--- config.mk ---
export PLATFORM = sky130hd
export DESIGN_NAME = br_line_port
export DESIGN_NICKNAME = d
export VERILOG_FILES = /design/src/rtl/br_line_port.sv
export SDC_FILE = /design/constraint.sdc
export NUM_CORES = 1
export LEC_CHECK = 0
export ABC_AREA = 1
export CORE_AREA = 2 2 276 278
export CTS_BUF_LIST = sky130_fd_sc_hd__clkbuf_8
export CTS_CLUSTER_SIZE = 10
export DETAILED_ROUTE_END_ITERATION = 7
export DIE_AREA = 0 0 278 280
export PLACE_DENSITY = 0.61
export SKIP_CTS_REPAIR_TIMING = 1
export SLEW_MARGIN = 15
export SYNTH_ARGS = -nofsm -noshare
export SYNTH_HDL_FRONTEND = slang
export SYNTH_SLANG_ARGS = --single-unit
--- constraint.sdc ---
create_clock -name clk -period 61 [get_ports clk]
set_input_delay 12.2 -clock clk [delete_from_list [all_inputs] [get_ports clk]]
set_output_delay 12.2 -clock clk [all_outputs]
set_load 0.1 [all_outputs]
--- src/rtl/br_line_port.sv ---
`default_nettype none
// ============================================================================
// Module      : br_line_port
// Description : Turns one cache-line read/write request into one burst RAM
//               command, streams write beats out and gathers read beats in.
// Revision    : 1.0 - initial release
// ============================================================================
module br_line_port #(
    parameter int ADDR_WIDTH          = 21,
    parameter int BEAT_WIDTH          = 64,
    parameter int BEATS_PER_LINE      = 4,
    parameter int CMD_GAP_CYCLES      = 14,
    parameter int READ_TIMEOUT_CYCLES = 255
) (
    input  logic                                 clk,
    input  logic                                 rst,
    input  logic                                 calib_done,
    input  logic                                 req_valid,
    output logic                                 req_ready,
    input  logic                                 req_write,
    input  logic [ADDR_WIDTH-1:0]                req_addr,
    input  logic [BEATS_PER_LINE*BEAT_WIDTH-1:0] req_wdata,
    output logic                                 rsp_valid,
    output logic [BEATS_PER_LINE*BEAT_WIDTH-1:0] rsp_rdata,
    output logic                                 rsp_error,
    output logic                                 stray_beat,
    output logic                                 br_cmd,
    output logic                                 br_cmd_en,
    output logic [ADDR_WIDTH-1:0]                br_addr,
    output logic [BEAT_WIDTH-1:0]                br_wr_data,
    output logic [BEAT_WIDTH/8-1:0]              br_data_mask,
    input  logic [BEAT_WIDTH-1:0]                br_rd_data,
    input  logic                                 br_rd_data_valid
);
    localparam int c_LINE_W = BEATS_PER_LINE * BEAT_WIDTH;
    localparam int c_CNT_W  = $clog2(BEATS_PER_LINE + 1);
    localparam int c_GAP_W  = (CMD_GAP_CYCLES > 0) ? $clog2(CMD_GAP_CYCLES + 1) : 1;
    localparam int c_TMR_W  = $clog2(READ_TIMEOUT_CYCLES + 1);

    localparam logic [c_CNT_W-1:0] c_CNT_ONE   = c_CNT_W'(1);
    localparam logic [c_CNT_W-1:0] c_LAST_BEAT = c_CNT_W'(BEATS_PER_LINE);
    localparam logic [c_GAP_W-1:0] c_GAP_ONE   = c_GAP_W'(1);
    localparam logic [c_GAP_W-1:0] c_GAP_LOAD  = c_GAP_W'(CMD_GAP_CYCLES);
    localparam logic [c_TMR_W-1:0] c_TMR_ONE   = c_TMR_W'(1);
    localparam logic [c_TMR_W-1:0] c_TMR_LAST  = c_TMR_W'(READ_TIMEOUT_CYCLES - 1);

    typedef enum logic [1:0] {
        S_IDLE     = 2'd0,
        S_WR_BEATS = 2'd1,
        S_RD_WAIT  = 2'd2,
        S_GAP      = 2'd3
    } state_t;

    state_t                r_state;
    state_t                w_state_nxt;
    logic [c_GAP_W-1:0]    r_gap;
    logic [c_CNT_W-1:0]    r_cnt;
    logic [c_TMR_W-1:0]    r_tmr;
    logic [c_LINE_W-1:0]   r_wdata;
    logic [c_LINE_W-1:0]   r_line;
    logic                  r_cmd;
    logic                  r_cmd_en;
    logic [ADDR_WIDTH-1:0] r_addr;
    logic [BEAT_WIDTH-1:0] r_wr_data;
    logic                  r_rsp_valid;
    logic                  r_rsp_error;
    logic                  r_stray;

    logic w_accept;
    logic w_rd_beat;
    logic w_rd_last;
    logic w_wr_last;
    logic w_timeout;
    logic w_done;

    assign req_ready = (r_state == S_IDLE) && (r_gap == '0) && calib_done;
    assign w_accept  = req_valid && req_ready;
    assign w_rd_beat = br_rd_data_valid && (r_state == S_RD_WAIT);
    assign w_rd_last = w_rd_beat && (r_cnt == (c_LAST_BEAT - c_CNT_ONE));
    assign w_wr_last = (r_state == S_WR_BEATS) && (r_cnt == c_LAST_BEAT);
    // A final beat landing on the timeout cycle still completes the line.
    assign w_timeout = (r_state == S_RD_WAIT) && (r_tmr == c_TMR_LAST) && !w_rd_last;
    assign w_done    = w_wr_last || w_rd_last || w_timeout;

    always_ff @(posedge clk or posedge rst) begin
        if (rst) begin
            r_state <= S_IDLE;
        end else begin
            r_state <= w_state_nxt;
        end
    end

    always_comb begin
        w_state_nxt = r_state;
        case (r_state)
            S_IDLE:     if (w_accept) w_state_nxt = req_write ? S_WR_BEATS : S_RD_WAIT;
            S_WR_BEATS: if (w_wr_last) w_state_nxt = S_GAP;
            S_RD_WAIT:  if (w_rd_last || w_timeout) w_state_nxt = S_GAP;
            S_GAP:      if (r_gap <= c_GAP_ONE) w_state_nxt = S_IDLE;
            default:    w_state_nxt = S_IDLE;
        endcase
    end

    always_ff @(posedge clk or posedge rst) begin
        if (rst) begin
            r_gap       <= '0;
            r_cnt       <= '0;
            r_tmr       <= '0;
            r_wdata     <= '0;
            r_line      <= '0;
            r_cmd       <= 1'b0;
            r_cmd_en    <= 1'b0;
            r_addr      <= '0;
            r_wr_data   <= '0;
            r_rsp_valid <= 1'b0;
            r_rsp_error <= 1'b0;
            r_stray     <= 1'b0;
        end else begin
            r_cmd_en    <= 1'b0;
            r_rsp_valid <= w_done;
            r_rsp_error <= w_timeout;

            if (w_accept) begin
                r_cmd_en  <= 1'b1;
                r_cmd     <= req_write;
                r_addr    <= req_addr;
                r_wdata   <= req_wdata;
                r_wr_data <= req_wdata[BEAT_WIDTH-1:0];
                r_cnt     <= req_write ? c_CNT_ONE : '0;
                r_tmr     <= '0;
            end

            if ((r_state == S_WR_BEATS) && !w_wr_last) begin
                r_wr_data <= r_wdata[int'(r_cnt)*BEAT_WIDTH +: BEAT_WIDTH];
                r_cnt     <= r_cnt + c_CNT_ONE;
            end

            if (r_state == S_RD_WAIT) begin
                r_tmr <= r_tmr + c_TMR_ONE;
            end

            if (w_rd_beat) begin
                r_line[int'(r_cnt)*BEAT_WIDTH +: BEAT_WIDTH] <= br_rd_data;
                r_cnt <= r_cnt + c_CNT_ONE;
            end

            if (w_timeout) begin
                r_line <= '0;
            end

            if (w_done) begin
                r_gap <= c_GAP_LOAD;
            end else if ((r_state == S_GAP) && (r_gap != '0)) begin
                r_gap <= r_gap - c_GAP_ONE;
            end

            if (br_rd_data_valid && (r_state != S_RD_WAIT)) begin
                r_stray <= 1'b1;
            end
        end
    end

    assign rsp_valid    = r_rsp_valid;
    assign rsp_error    = r_rsp_error;
    assign rsp_rdata    = r_line;
    assign stray_beat   = r_stray;
    assign br_cmd       = r_cmd;
    assign br_cmd_en    = r_cmd_en;
    assign br_addr      = r_addr;
    assign br_wr_data   = r_wr_data;
    assign br_data_mask = '0;

endmodule
`default_nettype wire
==> impl_metrics.py, run 1 <==
metrics = {
    "setup_path": {
        "crit_fanout": 2,
        "r2r_cells": 13,
        "worstPathArrival_ps": 13980,
        "reg2reg_from": "r_cnt[0]",
        "end_kind": "primary output",
        "worstPathRequired_ps": 48800,
        "worst_r2r_endpoint": "rsp_rdata[196]",
        "ff2ff_setup_slack_ps": 55760,
        "path_class": "in -> out",
        "start_kind": "input port",
    },
    "placement": {
        "dp_slack_ps": 34820,
        "gp_congestion": 0.826,
        "io_buffers": 693,
        "place_area_um2": 35700,
        "dp_hpwl_um": 62600,
    },
    "final_layout": {
        "nFillCells": 7302,
        "area_growth_pct": 32.7,
        "multi_input_area_um2": 11600,
        "design_area_um2": 37900,
        "nets": 4525,
        "drive_gt1_share_pct": 5.05,
        "utilization_pct": 50.4,
        "regArea_um2": 15500,
    },
    "logic_synthesis": {
        "synth_top_family_by_area": "simple AND/OR/NAND/NOR gates",
        "ys_seq_elements": 619,
        "synth_cell_types": 25,
        "synth_compound_area_share_pct": 1.59,
        "synthMuxAreaShare_pct": 0,
        "yosysSeqAreaShare_pct": 54.2,
        "synth_xor_area_share_pct": 0,
        "synthCells": 3624,
        "synth_adder_area_share_pct": 0.613,
        "synthesis.area_um2": 28600,
        "synth-warning-count": 0,
        "synth-simple-area-share_pct": 38.1,
        "syn_area_per_cell_um2": 7.89,
    },
    "sta": {
        "hold_viol": 0,
        "timing.fmax_mhz": 38.2,
        "final.setup.tns_ps": 0,
        "rsz0062_at_grt": "false",
        "final_max_slew_viol_count": 0,
        "whs_ps": 457,
        "fin_worst_skew_ps": 39.2,
        "fin_crit_sh_pct": 42.9,
        "setup_viol": 0,
        "setup_ws_ps": 34820,
        "tightest_slew_ps": 1190,
        "slew_headroom_pct": 20.5,
        "period_needed_ps": 26180,
    },
    "min_path": {
        "hp-class": "reg -> reg",
        "worstHoldPathCells": 1,
        "min_from": "stray_beat",
        "hold_end": "stray_beat",
    },
    "floorplan": {
        "dieArea_um2": 77800,
        "initial_utilization_pct": 38.0,
        "fp.dieH_um": 280,
        "fp-row-count": 101,
        "pin_count": 702,
        "die_w_um": 278,
        "core_area_um2": 75200,
    },
    "global_route": {
        "grt_pass1_vias": 25437,
        "antenna_found_initial": 33,
        "grt_use_total_pct": 25.4,
        "grt_max_degree": 231,
        "grt_pass1_wl_um": 155000,
        "grt_remaining_overflow": 0,
    },
    "cts": {
        "clk_pin_slew_worst_paths_ps": 60,
        "clock_sinks": 619,
        "cts-root-buf": "clkbuf_8",
        "clk_path_buf_depth": 3,
        "cts_tree": "yes",
        "numCtsBuffers": 108,
        "h-tree-depth": 3,
        "clock_latency_ps": 710,
    },
    "power": {
        "p_switching_w": 0.000200,
        "p_leak_nw": 18.4,
        "ir_worst_vdd_uv": 15.4,
        "power.share.combinational_pct": 4.8,
        "seq_power_share_pct": 49.4,
        "switching_share_pct": 24.1,
        "powerDensity_nw_per_um2": 21.9,
        "p_int_w": 0.000630,
        "p_clk_share_pct": 45.8,
    },
    "route": {
        "vias_per_cell": 5.16,
        "drt-initial-drc-count": 2614,
        "postRouteAntennaNets": 0,
        "routed_wl_um": 102000,
        "wl_per_cell_um": 19.4,
        "firstDrtPassIters": 5,
        "drc": 0,
        "vias": 27109,
    },
    "run": {
        "maxCapViolCount": 0,
    },
    "outcome": {
        "status": "complete, no violations",
    },
}
==> logic make-up (layout without fill, tap and decap cells) <==
kind of cell | after synthesis | in the layout
other cells | 1 | 25
simple gates | 2561 | 2561
fa+ha+maj | 14 | 14
buf+inv | 340 | 965
compound gates | 89 | 89
flops | 619 | 619
==> power by group through the flow <==
stage          registers [W]   logic (W)  clock network (W)
6_report            0.000411   0.0000396           0.000380
5_1_grt             0.000410   0.0000426           0.000409
4_1_cts             0.000411   0.0000403           0.000390
3_5_place_dp        0.000418   0.0000402                  0
3_3_place_gp        0.000418   0.0000405                  0
2_1_floorplan       0.000419  0.00000894                  0
==> worst max path at each step <==
stage                     from          to  slack [ps]
CTS                 calib_done   req_ready       34820
floorplan                  rst  br_addr[0]       31470
global route        calib_done   req_ready       34770
finish              calib_done   req_ready       34820
global placement    calib_done   req_ready       34790
detailed placement  calib_done   req_ready       34820
==> state kept, by name, indices dropped and copies added, names as in the netlist, 2 cells and up <==
name        count
r_cnt           3
br_addr        21
rsp_rdata     256
r_state         2
br_wr_data     64
r_gap           4
r_tmr           8
r_wdata       256
==> synthesized netlist by cell type (all sizes together) <==
master     n  area, µm²
clkbuf   163        612
nand4      6       37.5
ha        14        175
or2        4       25.0
a21o       1       7.51
o22ai      2       12.5
nor2     189        709
inv       34        128
clkinv     1       3.75
dfrtp    619      15500
conb       1       3.75
nor3     132        666
o21bai     1       7.51
nand3    865       4330
buf      142        815
o21ai     77        385
nor3b      1       7.51
a21oi      8       40.0
nand2   1364       5120
==> worst max-delay path, stage by stage <==
cell and delay, ps:
clkdlybuf4s50_1 460, nand2_1 70, nor2_1 110, clkdlybuf4s50_1 1140
==> layout by cell type (no fill, tap or decap), types with 2 or more instances in the layout <==
master / Yosys / final
conb_1: 1 / 8
nand2_2: 1 / 2
nor2_1: 189 / 185
nand3_1: 865 / 862
nand2_1: 1363 / 1361
a21oi_1: 8 / 8
nor2_4: 0 / 3
nand4_1: 6 / 6
nand3_2: 0 / 2
inv_1: 30 / 76
ha_1: 14 / 13
diode_2: 0 / 17
clkdlybuf4s50_1: 0 / 692
nor3_1: 131 / 131
o22ai_1: 2 / 2
clkbuf_8: 0 / 135
inv_4: 0 / 2
dfrtp_1: 619 / 617
inv_8: 0 / 5
o21ai_0: 77 / 77
buf_4: 40 / 33
or2_2: 4 / 4
buf_12: 0 / 3
inv_2: 4 / 6
clkinv_2: 0 / 11
==> area by class of cell <==
class / count / share of cell area [%]
multi-input cells: 2672 / 30.6
well taps: 978 / 3.23
repair buffers: 728 / 19.1
clock inverters: 67 / 0.805
flip-flops and latches: 619 / 40.8
diodes: 17 / 0.112
clock buffers: 135 / 4.90
inverters: 35 / 0.399
==> stage by stage <==
stage	instances	total power, W
finish	5251	0.000831
detailed placement	5032	0.000458
global placement	5032	0.000459
floorplan	3631	0.000428
CTS	5234	0.000841
global route	5248	0.000862
==> routing by layer <==
| layer | track usage [%] | part of all wire (%) |
|---|---|---|
| met5 | 0 | 0.21 |
| met4 | 10.4 | 3.3 |
| met3 | 6.60 | 8.3 |
| met2 | 39.6 | 46 |
| met1 | 33.7 | 42 |
(Power assumes the default switching activity.)
==> run 2: changes to the inputs <==
--- a/config.mk
+++ b/config.mk
@@ -6,12 +6,12 @@
 export NUM_CORES = 1
 export LEC_CHECK = 0
 export ABC_AREA = 1
-export CORE_AREA = 2 2 276 278
+export CORE_AREA = 2 2 273 275
 export CTS_BUF_LIST = sky130_fd_sc_hd__clkbuf_8
 export CTS_CLUSTER_SIZE = 10
 export DETAILED_ROUTE_END_ITERATION = 7
-export DIE_AREA = 0 0 278 280
-export PLACE_DENSITY = 0.61
+export DIE_AREA = 0 0 275 277
+export PLACE_DENSITY = 0.65
 export SKIP_CTS_REPAIR_TIMING = 1
 export SLEW_MARGIN = 15
 export SYNTH_ARGS = -nofsm -noshare
==> constraint.sdc (replaced) <==
create_clock -name clk -period 21.3 [get_ports clk]
set_input_delay 4.26 -clock clk [delete_from_list [all_inputs] [get_ports clk]]
set_output_delay 4.26 -clock clk [all_outputs]
set_load 0.1 [all_outputs]
==> impl_metrics.py, run 2 (same netlist as run 1, synthesis figures left out) <==
metrics = {
    "power": {
        "switching_share_pct": 23.5,
        "p_clk_share_pct": 45.5,
        "ir_worst_vdd_uv": 43.1,
        "power.share.combinational_pct": 4.8,
        "p_leak_nw": 18.4,
        "power_w": 0.00236,
        "p_switching_w": 0.000557,
        "powerDensity_nw_per_um2": 62.4,
        "seq_power_share_pct": 49.8,
        "p_int_w": 0.00181,
    },
    "final_layout": {
        "area_growth_pct": 32.5,
        "drive_gt1_share_pct": 4.95,
        "final_common_cell": "nand2_1",
        "nets": 4524,
        "nFillCells": 7129,
        "design_area_um2": 37900,
        "layout_common_cells": "1361 x nand2_1, 862 x nand3_1, 691 x clkdlybuf4s50_1, 617 x dfrtp_1, 185 x nor2_1",
        "instances_no_fill": 5220,
    },
    "cts": {
        "numCtsBuffers": 106,
        "clk_path_buf_depth": 3,
        "clk_pin_slew_worst_paths_ps": 60,
        "cts_tree": "yes",
        "clock_latency_ps": 720,
        "h-tree-depth": 3,
        "cts-root-buf": "clkbuf_8",
        "clock_sinks": 619,
    },
    "global_route": {
        "grt_max_degree": 228,
        "antenna_found_initial": 20,
        "grt_pass1_wl_um": 154000,
        "grt_pass1_vias": 26068,
        "grt_remaining_overflow": 0,
        "grt_use_total_pct": 25.7,
    },
    "route": {
        "postRouteAntennaNets": 0,
        "wl_per_cell_um": 19.2,
        "firstDrtPassIters": 5,
        "drt-initial-drc-count": 2760,
        "vias_per_cell": 5.23,
        "drc": 0,
        "routed_wl_um": 100000,
        "vias": 27302,
    },
    "setup_path": {
        "end_kind": "primary output",
        "critical_path.cell_chain": "clkdlybuf4s50_1, nand2_1, nor2_1, clkdlybuf4s50_1",
        "start_kind": "input port",
        "slowest_stage": "clkdlybuf4s50_1",
        "worstPathArrival_ps": 6050,
        "ff2ff_setup_slack_ps": 15740,
        "path_class": "in -> out",
        "worstPathRequired_ps": 17040,
        "max_stage_delay_ps": 1140,
        "path_common_cell": "clkdlybuf4s50_1",
        "crit_fanout": 2,
    },
    "sta": {
        "rsz0062_at_grt": "false",
        "timing.fmax_mhz": 97.0,
        "final_max_slew_viol_count": 0,
        "period_needed_ps": 10310,
        "final.setup.tns_ps": 0,
        "setup_viol": 0,
        "hold_viol": 0,
        "slew_headroom_pct": 22.4,
        "fin_crit_sh_pct": 48.4,
        "fin_worst_skew_ps": 42.0,
        "tightest_slew_ps": 1160,
    },
    "placement": {
        "gp_congestion": 0.852,
        "place_area_um2": 35700,
        "io_buffers": 693,
        "dp_hpwl_um": 62000,
        "dp.cells": 5024,
    },
    "floorplan": {
        "fp.dieH_um": 277,
        "fp-row-count": 100,
        "pin_count": 702,
        "die_w_um": 275,
        "initial_utilization_pct": 38.8,
        "dieArea_um2": 76200,
        "core_area_um2": 73600,
    },
    "min_path": {
        "hp-class": "reg -> reg",
    },
    "run": {
        "maxCapViolCount": 0,
    },
    "outcome": {
        "status": "complete, no violations",
    },
}
## run 2: cell types whose count changed in the layout (fill, tap and decap cells not counted), moves of 4 or more
cell and delta:
clkinv_2 -8, diode_2 -6, inv_1 -10, inv_8 -4
## run 2: power groups by stage
stage               clock, W  combinational [W]  sequential [W]
finish               0.00108           0.000112         0.00118
detailed placement         0           0.000114         0.00120
global placement           0           0.000115         0.00120
global route         0.00116           0.000121         0.00118
CTS                  0.00111           0.000114         0.00118
floorplan                  0          0.0000258         0.00120
## run 2: final timing paths
kind,start,endpoint,depth (start not counted)
max,calib_done,req_ready,4
min,stray_beat,stray_beat,1
max reg2reg,r_cnt[0],rsp_rdata[239],13
min reg2reg,stray_beat,stray_beat,1
max in group asynchronous,rst,r_wdata[26],6
min in group asynchronous,rst,rsp_rdata[49],3
## run 2: area by class of cell
type                            instances  area, µm²  share of cell area [%]
Multi-Input combinational cell       2672      11600                    30.7
Clock buffer                          133       1830                    4.83
Sequential cell                       619      15500                    40.9
Antenna cell                           11       27.5                  0.0727
Inverter                               35        148                   0.390
Timing Repair Buffer                  729       7250                    19.2
Clock inverter                         52        289                   0.763
Tap cell                              969       1210                    3.20
## run 2: worst max-delay path, delay by kind of cell
family	cells	cell delay (ps)
buf+inv	2	1600
simple gates	2	180
## run 2: stage by stage
step           setup slack, ps  utilization, %  hold WS (ps)
3_3_place_gp             11000            48.6           443
6_report                 10990            51.5           459
3_5_place_dp             10990            48.6           448
4_1_cts                  11000            51.4           464
2_1_floorplan             8590               -           449
5_1_grt                  10910            51.5           481
## run 2: per-layer routing
metal / up-vias / global-route usage [%] / routed length, µm
li1: 12883 / - / -
met1: 13069 / 33.9 / 41000
met2: 1105 / 40.3 / 46100
met3: 221 / 6.85 / 9350
met4: 24 / 10.1 / 3590
met5: - / 0 / 169
